--- config.mk ---
export PLATFORM = sky130hd
export DESIGN_NAME = div_seq5x3
export DESIGN_NICKNAME = d
export VERILOG_FILES = /design/src/rtl/div_seq5x3_pkg.sv /design/src/rtl/div_seq5x3_step.sv /design/src/rtl/div_seq5x3.sv
export SDC_FILE = /design/constraint.sdc
export NUM_CORES = 1
export LEC_CHECK = 0
export BUFFER_PORTS_ARGS = -buffer_cell sky130_fd_sc_hd__buf_4
export CAP_MARGIN = 10
export CORE_UTILIZATION = 40
export CTS_BUF_LIST = sky130_fd_sc_hd__clkbuf_16
export DETAILED_ROUTE_END_ITERATION = 10
export PLACE_DENSITY = 0.72
export SYNTH_ARGS = -nofsm -noshare
export SYNTH_HDL_FRONTEND = slang
export SYNTH_HIERARCHICAL = 1
export SYNTH_SLANG_ARGS = --single-unit
--- constraint.sdc ---
create_clock -name clk -period 2.2 [get_ports clk]
set_input_delay 0.33 -clock clk [delete_from_list [all_inputs] [get_ports clk]]
set_output_delay 0.33 -clock clk [all_outputs]
set_load 0.05 [all_outputs]
--- src/rtl/div_seq5x3_pkg.sv ---
// Shared types and default widths for the sequential restoring divider.
package div_seq_pkg;

  typedef enum logic [1:0] {
    IDLE = 2'd0,
    CALC = 2'd1,
    DONE = 2'd2
  } state_t;

  localparam int unsigned DW_DEF = 5;
  localparam int unsigned VW_DEF = 3;
  localparam int unsigned CW_DEF = $clog2(DW_DEF);

endpackage

--- src/rtl/div_seq5x3_step.sv ---
// One restoring-division iteration: shift in a dividend bit, conditionally subtract.
module div_step #(
  parameter int unsigned VW = 3
) (
  input  logic [VW:0]   pr,
  input  logic          bit_in,
  input  logic [VW-1:0] divisor,
  output logic [VW:0]   pr_next,
  output logic          q_bit
);

  logic [VW:0] shifted;
  logic [VW:0] dvs_ext;

  always_comb begin
    // pr is always below divisor on entry, so the top bit drops out of the shift
    shifted = (VW+1)'({pr, bit_in});
    dvs_ext = {1'b0, divisor};
    pr_next = shifted;
    q_bit   = 1'b0;
    if (shifted >= dvs_ext) begin
      pr_next = shifted - dvs_ext;
      q_bit   = 1'b1;
    end
  end

endmodule

--- src/rtl/div_seq5x3.sv ---
// Sequential unsigned divider with valid/ready handshakes, one quotient bit per clock.
module div_seq5x3
  import div_seq_pkg::*;
#(
  parameter int unsigned DW = DW_DEF,
  parameter int unsigned VW = VW_DEF
) (
  input  logic          clk,
  input  logic          rst,
  input  logic          in_valid,
  output logic          in_ready,
  input  logic [DW-1:0] dividend,
  input  logic [VW-1:0] divisor,
  output logic          out_valid,
  input  logic          out_ready,
  output logic [DW-1:0] quotient,
  output logic [VW-1:0] remainder,
  output logic          dbz
);

  localparam int unsigned CW = (DW > 1) ? $clog2(DW) : 1;

  state_t        state;
  logic [CW-1:0] cnt;
  logic [VW:0]   pr;
  logic [VW:0]   pr_next;
  logic [DW-1:0] sh;
  logic [VW-1:0] dvs;
  logic          q_bit;

  div_step #(.VW(VW)) u_step (
    .pr      (pr),
    .bit_in  (sh[DW-1]),
    .divisor (dvs),
    .pr_next (pr_next),
    .q_bit   (q_bit)
  );

  // sh starts as the dividend and fills with quotient bits from the LSB as it drains
  always_ff @(posedge clk or posedge rst) begin
    if (rst) begin
      state     <= IDLE;
      in_ready  <= 1'b1;
      out_valid <= 1'b0;
      quotient  <= '0;
      remainder <= '0;
      dbz       <= 1'b0;
      cnt       <= '0;
      pr        <= '0;
      sh        <= '0;
      dvs       <= '0;
    end else begin
      case (state)
        IDLE: begin
          if (in_valid) begin
            dvs      <= divisor;
            sh       <= dividend;
            pr       <= '0;
            cnt      <= '0;
            in_ready <= 1'b0;
            if (divisor == '0) begin
              quotient  <= '1;
              remainder <= '0;
              dbz       <= 1'b1;
              state     <= DONE;
            end else begin
              state <= CALC;
            end
          end
        end
        CALC: begin
          pr <= pr_next;
          sh <= DW'({sh, q_bit});
          if (cnt == CW'(DW - 1)) begin
            cnt       <= '0;
            quotient  <= DW'({sh, q_bit});
            remainder <= pr_next[VW-1:0];
            dbz       <= 1'b0;
            out_valid <= 1'b1;
            state     <= DONE;
          end else begin
            cnt <= cnt + CW'(1);
          end
        end
        DONE: begin
          // divide-by-zero enters DONE with out_valid low; it rises one cycle later
          if (!out_valid) begin
            out_valid <= 1'b1;
          end else if (out_ready) begin
            out_valid <= 1'b0;
            in_ready  <= 1'b1;
            state     <= IDLE;
          end
        end
        default: begin
          state <= IDLE;
        end
      endcase
    end
  end

endmodule

### Word level (Yosys, flattened, before mapping)

Index checks and enable logic that the tools add are counted.
W data, S select, Z words.

| word-level totals | value |
|---|---|
| bits in registers | 27 |
| bits of input ports | 12 |
| word-level logic and storage cells | 67 |

| cells by class | value |
|---|---|
| add/sub/neg operators | 2 |
| magnitude comparators | 1 |
| equality and inequality tests | 8 |
| multiplexer cells | 35 |
| reductions and logical operators | 11 |

Operators by type and width:

| cell | count |
|---|---|
| $mux W3 | 7 |
| $mux W5 | 4 |
| $pmux W5 S2 | 2 |
| $pmux W3 S2 | 3 |
| $reduce_and A4 Y1 | 3 |
| $mux W1 | 10 |
| $mux W2 | 5 |
| $ne A2 B2 Y1 const B | 5 |
| $pmux W1 S2 | 3 |
| $pmux W2 S3 | 1 |
| $reduce_and A2 Y1 | 3 |
| $reduce_bool A2 Y1 | 3 |
| $ge A4 B3 Y1 | 1 |
| $add A3 B1 Y3 const B | 1 |
| $eq A3 B3 Y1 const B | 1 |
| $logic_not A3 Y1 | 1 |
| $sub A3 B3 Y3 | 1 |
| $eq A2 B1 Y1 const B | 1 |
| $eq A2 B2 Y1 const B | 1 |
| $logic_not A2 Y1 | 1 |

### Longest topological paths before layout

| depth | value |
|---|---|
| word-level depth | 4 |
| gate-level depth with buffers | 9 |
| depth with buffers taken out | 9 |

### By module

The synthesis kept the hierarchy.

By module, submodules not included:

| module | times used | cells an instance | area each (um^2) |
|---|---|---|---|
| div_seq5x3 | 1 | 105 | 1244.9 |
| div_step | 1 | 22 | 195.2 |

### Worst setup path after synthesis

No wires, ideal clock.

| path | value |
|---|---|
| path kind | register -> register |
| from | reg sh[4] |
| to | reg remainder[1] |
| data arrival time | 2059 ps |
| required time | 2079 ps |
| path slack | 20 ps |
| cell stages (with the launch flop) | 9 |
| buffers on the path | 0 |
| cell sequence | dfrtp_1 > inv_1 > ha_1 > inv_1 > fa_1 > a21o_1 > a211oi_4 > mux2_4 > a22o_1 |

| between the ends | value |
|---|---|
| word-level cells in the longest chain between the ends | 4 |
| elaborated cells on any way between the ends | 5 |
| classes of those cells | add/sub (1); order compare (1); mux (3) |

Ends and longest elaborated chain:

| what | line | text |
|---|---|---|
| start, declared | div_seq5x3.sv:27 | `logic [DW-1:0] sh;` |
| start signal, assigned | div_seq5x3.sv:57 | `sh <= dividend;` |
| start signal, assigned | div_seq5x3.sv:73 | `sh <= DW'({sh, q_bit});` |
| $ge A4 B3 Y1 or $sub A3 B3 Y3 (tied branches) | div_seq5x3_step.sv:21, div_seq5x3_step.sv:22 |  |
| $mux W3 (*) | div_seq5x3_step.sv:21 | `if (shifted >= dvs_ext) begin` |
| named net pr_next[1] | div_seq5x3.sv:26 | `logic [VW:0] pr_next;` |
| $mux W3 (*) | div_seq5x3.sv:74 | `if (cnt == CW'(DW - 1)) begin` |
| $pmux W3 S2 (*) | div_seq5x3.sv:53 | `case (state)` |
| end signal, assigned | div_seq5x3.sv:77 | `remainder <= pr_next[VW-1:0];` |
| end, declared | div_seq5x3.sv:17 | `output logic [VW-1:0] remainder,` |

Mark *: on every way through the listed nets, which the timed path passes. The rest lies on a longest branch. The select of a mux whose other input is x is not followed.
A chain may end at the register's enable or synchronous reset.

### Final worst setup path

Same ends and word-level chain as after synthesis.

==> flow_summary.ini <==
[status]
status = finished clean

[cells_and_area]
layout_common_cells = buf_4 (30), dfrtp_1 (26), a22o_1 (10), nor2b_1 (7), inv_1 (7)
antennaDiodeCount = 0
final_nets = 167
final_common_cell = buf_4
multiInputGateArea_um2 = 646
nFillCells = 301
final_cells = 192
seqCellArea_um2 = 677
drive_gt1_share_pct = 33.1
area_growth_syn_to_layout_pct = 26.3
utilization_pct = 54.6

[die]
start_util_pct = 43.3
io_pins = 23
core_region_area_um2 = 3150
die_h_um = 60.4
row_count = 20
die-area_um2 = 3650
die_w_um = 60.4

[routing]
vias = 1043
drc = 0
drt-total-wl_um = 2760
via_per_inst = 5.43
first_pass_iters = 4
wl_per_cell_um = 14.4
drt_iter0_markers = 36
ant_nets = 0

[timing]
fin_ws_ns = 0.0384
fin_skew_ns = 0.00172
period_share_pct = 98.3
hold_ws_ns = 0.115
finalHoldViolCount = 0
max_slew.worst_pin.slew_ns = 0.540
max_freq_mhz = 463
slew_violations = 0
setup_violations = 0
maxSlewHeadroom_pct = 64.0
period_needed_ns = 2.16

[power_and_ir_drop]
seqPwrFrac_pct = 31.2
p_sw_uw = 1300
p_total_uw = 3090
internal-power_uw = 1790
switching_share_pct = 42.1
leakage_uw = 0.000793
ir_drop_mv = 0.794
combPwrFrac_pct = 55.9
power_frac_clock_pct = 12.9
p_per_area_nw_per_um2 = 1790

[clock_network]
holdBufCountCts = 0
cts_buffer_depth = 2
htree_num_levels = 1
numCtsBuffers = 3
cts_root_buffer = clkbuf_16
tritoncts = yes
cts.sinks = 27
insertion_delay_ns = 0.26
path_clk_slew_ns = 0.06

[place]
dp.cells = 185
place_ws_ns = 0.00220
io_buffer_count = 22
routabilityCongestion = 0.785
place_hpwl_um = 2120

[global_routing]
grt_pass1_wl_um = 4800
grtUsageMet2_pct = 29.0
grtUsageMet3_pct = 4.90
grt-ovfl-total = 0
grt_max_degree = 16
met1_usage_pct = 23.2
top_usage_layer = met2
grt_pass1_vias = 1090
antenna_found_initial = 0
track_usage_pct = 17.6

[critical_path]
r2r_end = remainder[1]
r2r_cells = 8
r2r_start = sh[4]
criticalPathCategory = flip-flop to flip-flop
critPathArrivalTime_ns = 2.31
critical_path.startpoint = sh[4]
slowest_delay_ns = 0.39
worstPathMaxFanout = 3
start_kind = flip-flop
crit_path_end = remainder[1]
cp_slowest_cell = dfrtp_1
path_cells = inv_2 > ha_4 > inv_2 > fa_2 > a21o_1 > a211oi_4 > mux2_4 > a22o_1
critPathRequiredTime_ns = 2.35
worst_path_most_repeated_cell = inv_2
endpoint_kind = flip-flop
regToRegSetupSlack_ns = 0.04

[synth]
synth_area_um2 = 1360
synth_nets = 136
yosys_warnings = 6
syn_inst = 118
syn_avg_cell_area_um2 = 11.6

[min_path]
hold_class = primary input to asynchronous set/reset pin

[flow_run]
maxCapViolCount = 0
## sequential cells by signal, indices dropped and copies added (netlist names), 2 cells and up
register and cells:
cnt 3, dvs 3, pr 3, quotient 5
remainder 3, sh 5, state 2
## final cells by class
class                   count  area share [%]
well taps                  44            3.20
multi-input cells          78            37.5
clock buffers               3            4.36
repair buffers             31            13.7
inverters                   8            1.74
flip-flops and latches     27            39.3
clock inverters             1           0.218
## stage by stage
step | cell area [um2] | setup TNS [ns]
after global routing | 1720 | -0.0385
after global placement | 1600 | 0
after detailed placement | 1600 | 0
final | 1720 | 0
after floorplan | 1360 | 0
after CTS | 1680 | 0
## per-layer routing
metal  part of all wire [%]  up-vias
met3                    3.6        4
met5                      0        -
met1                     47      521
li1                       -      488
met4                   0.69        0
met2                     49       30
## timing repair
action                                  CTS  global route
endpoints found under the setup margin    5             7
pin swaps                                 1             1
setup buffers                             0             3
gates resized for setup                   0             8
## worst min path at each step
stage,end,slack (ns),depth (start not counted)
6_report,quotient[1],0.11,2
5_1_grt,quotient[1],0.17,2
4_1_cts,dvs[1],0.13,2
3_5_place_dp,dvs[1],0.42,2
3_3_place_gp,dvs[0],0.40,2
2_1_floorplan,cnt[0],0.38,1
## worst max-delay path: cells and delay by family (launching register included)
kind | cells | cell delay [ns]
DFF | 1 | 0.39
adders and majority gates | 2 | 0.45
buffers and inverters | 2 | 0.11
muxes | 1 | 0.34
AOI/OAI and AO/OA | 3 | 0.75
## power by group through the flow
stage	sequential, uW	clock (uW)	combinational, uW
floorplan	1170	0	940
global placement	948	0	1520
detailed placement	959	0	1600
CTS	953	405	1610
global route	997	425	1860
finish	962	398	1730
Note: power is estimated with default switching activity, not from simulation.
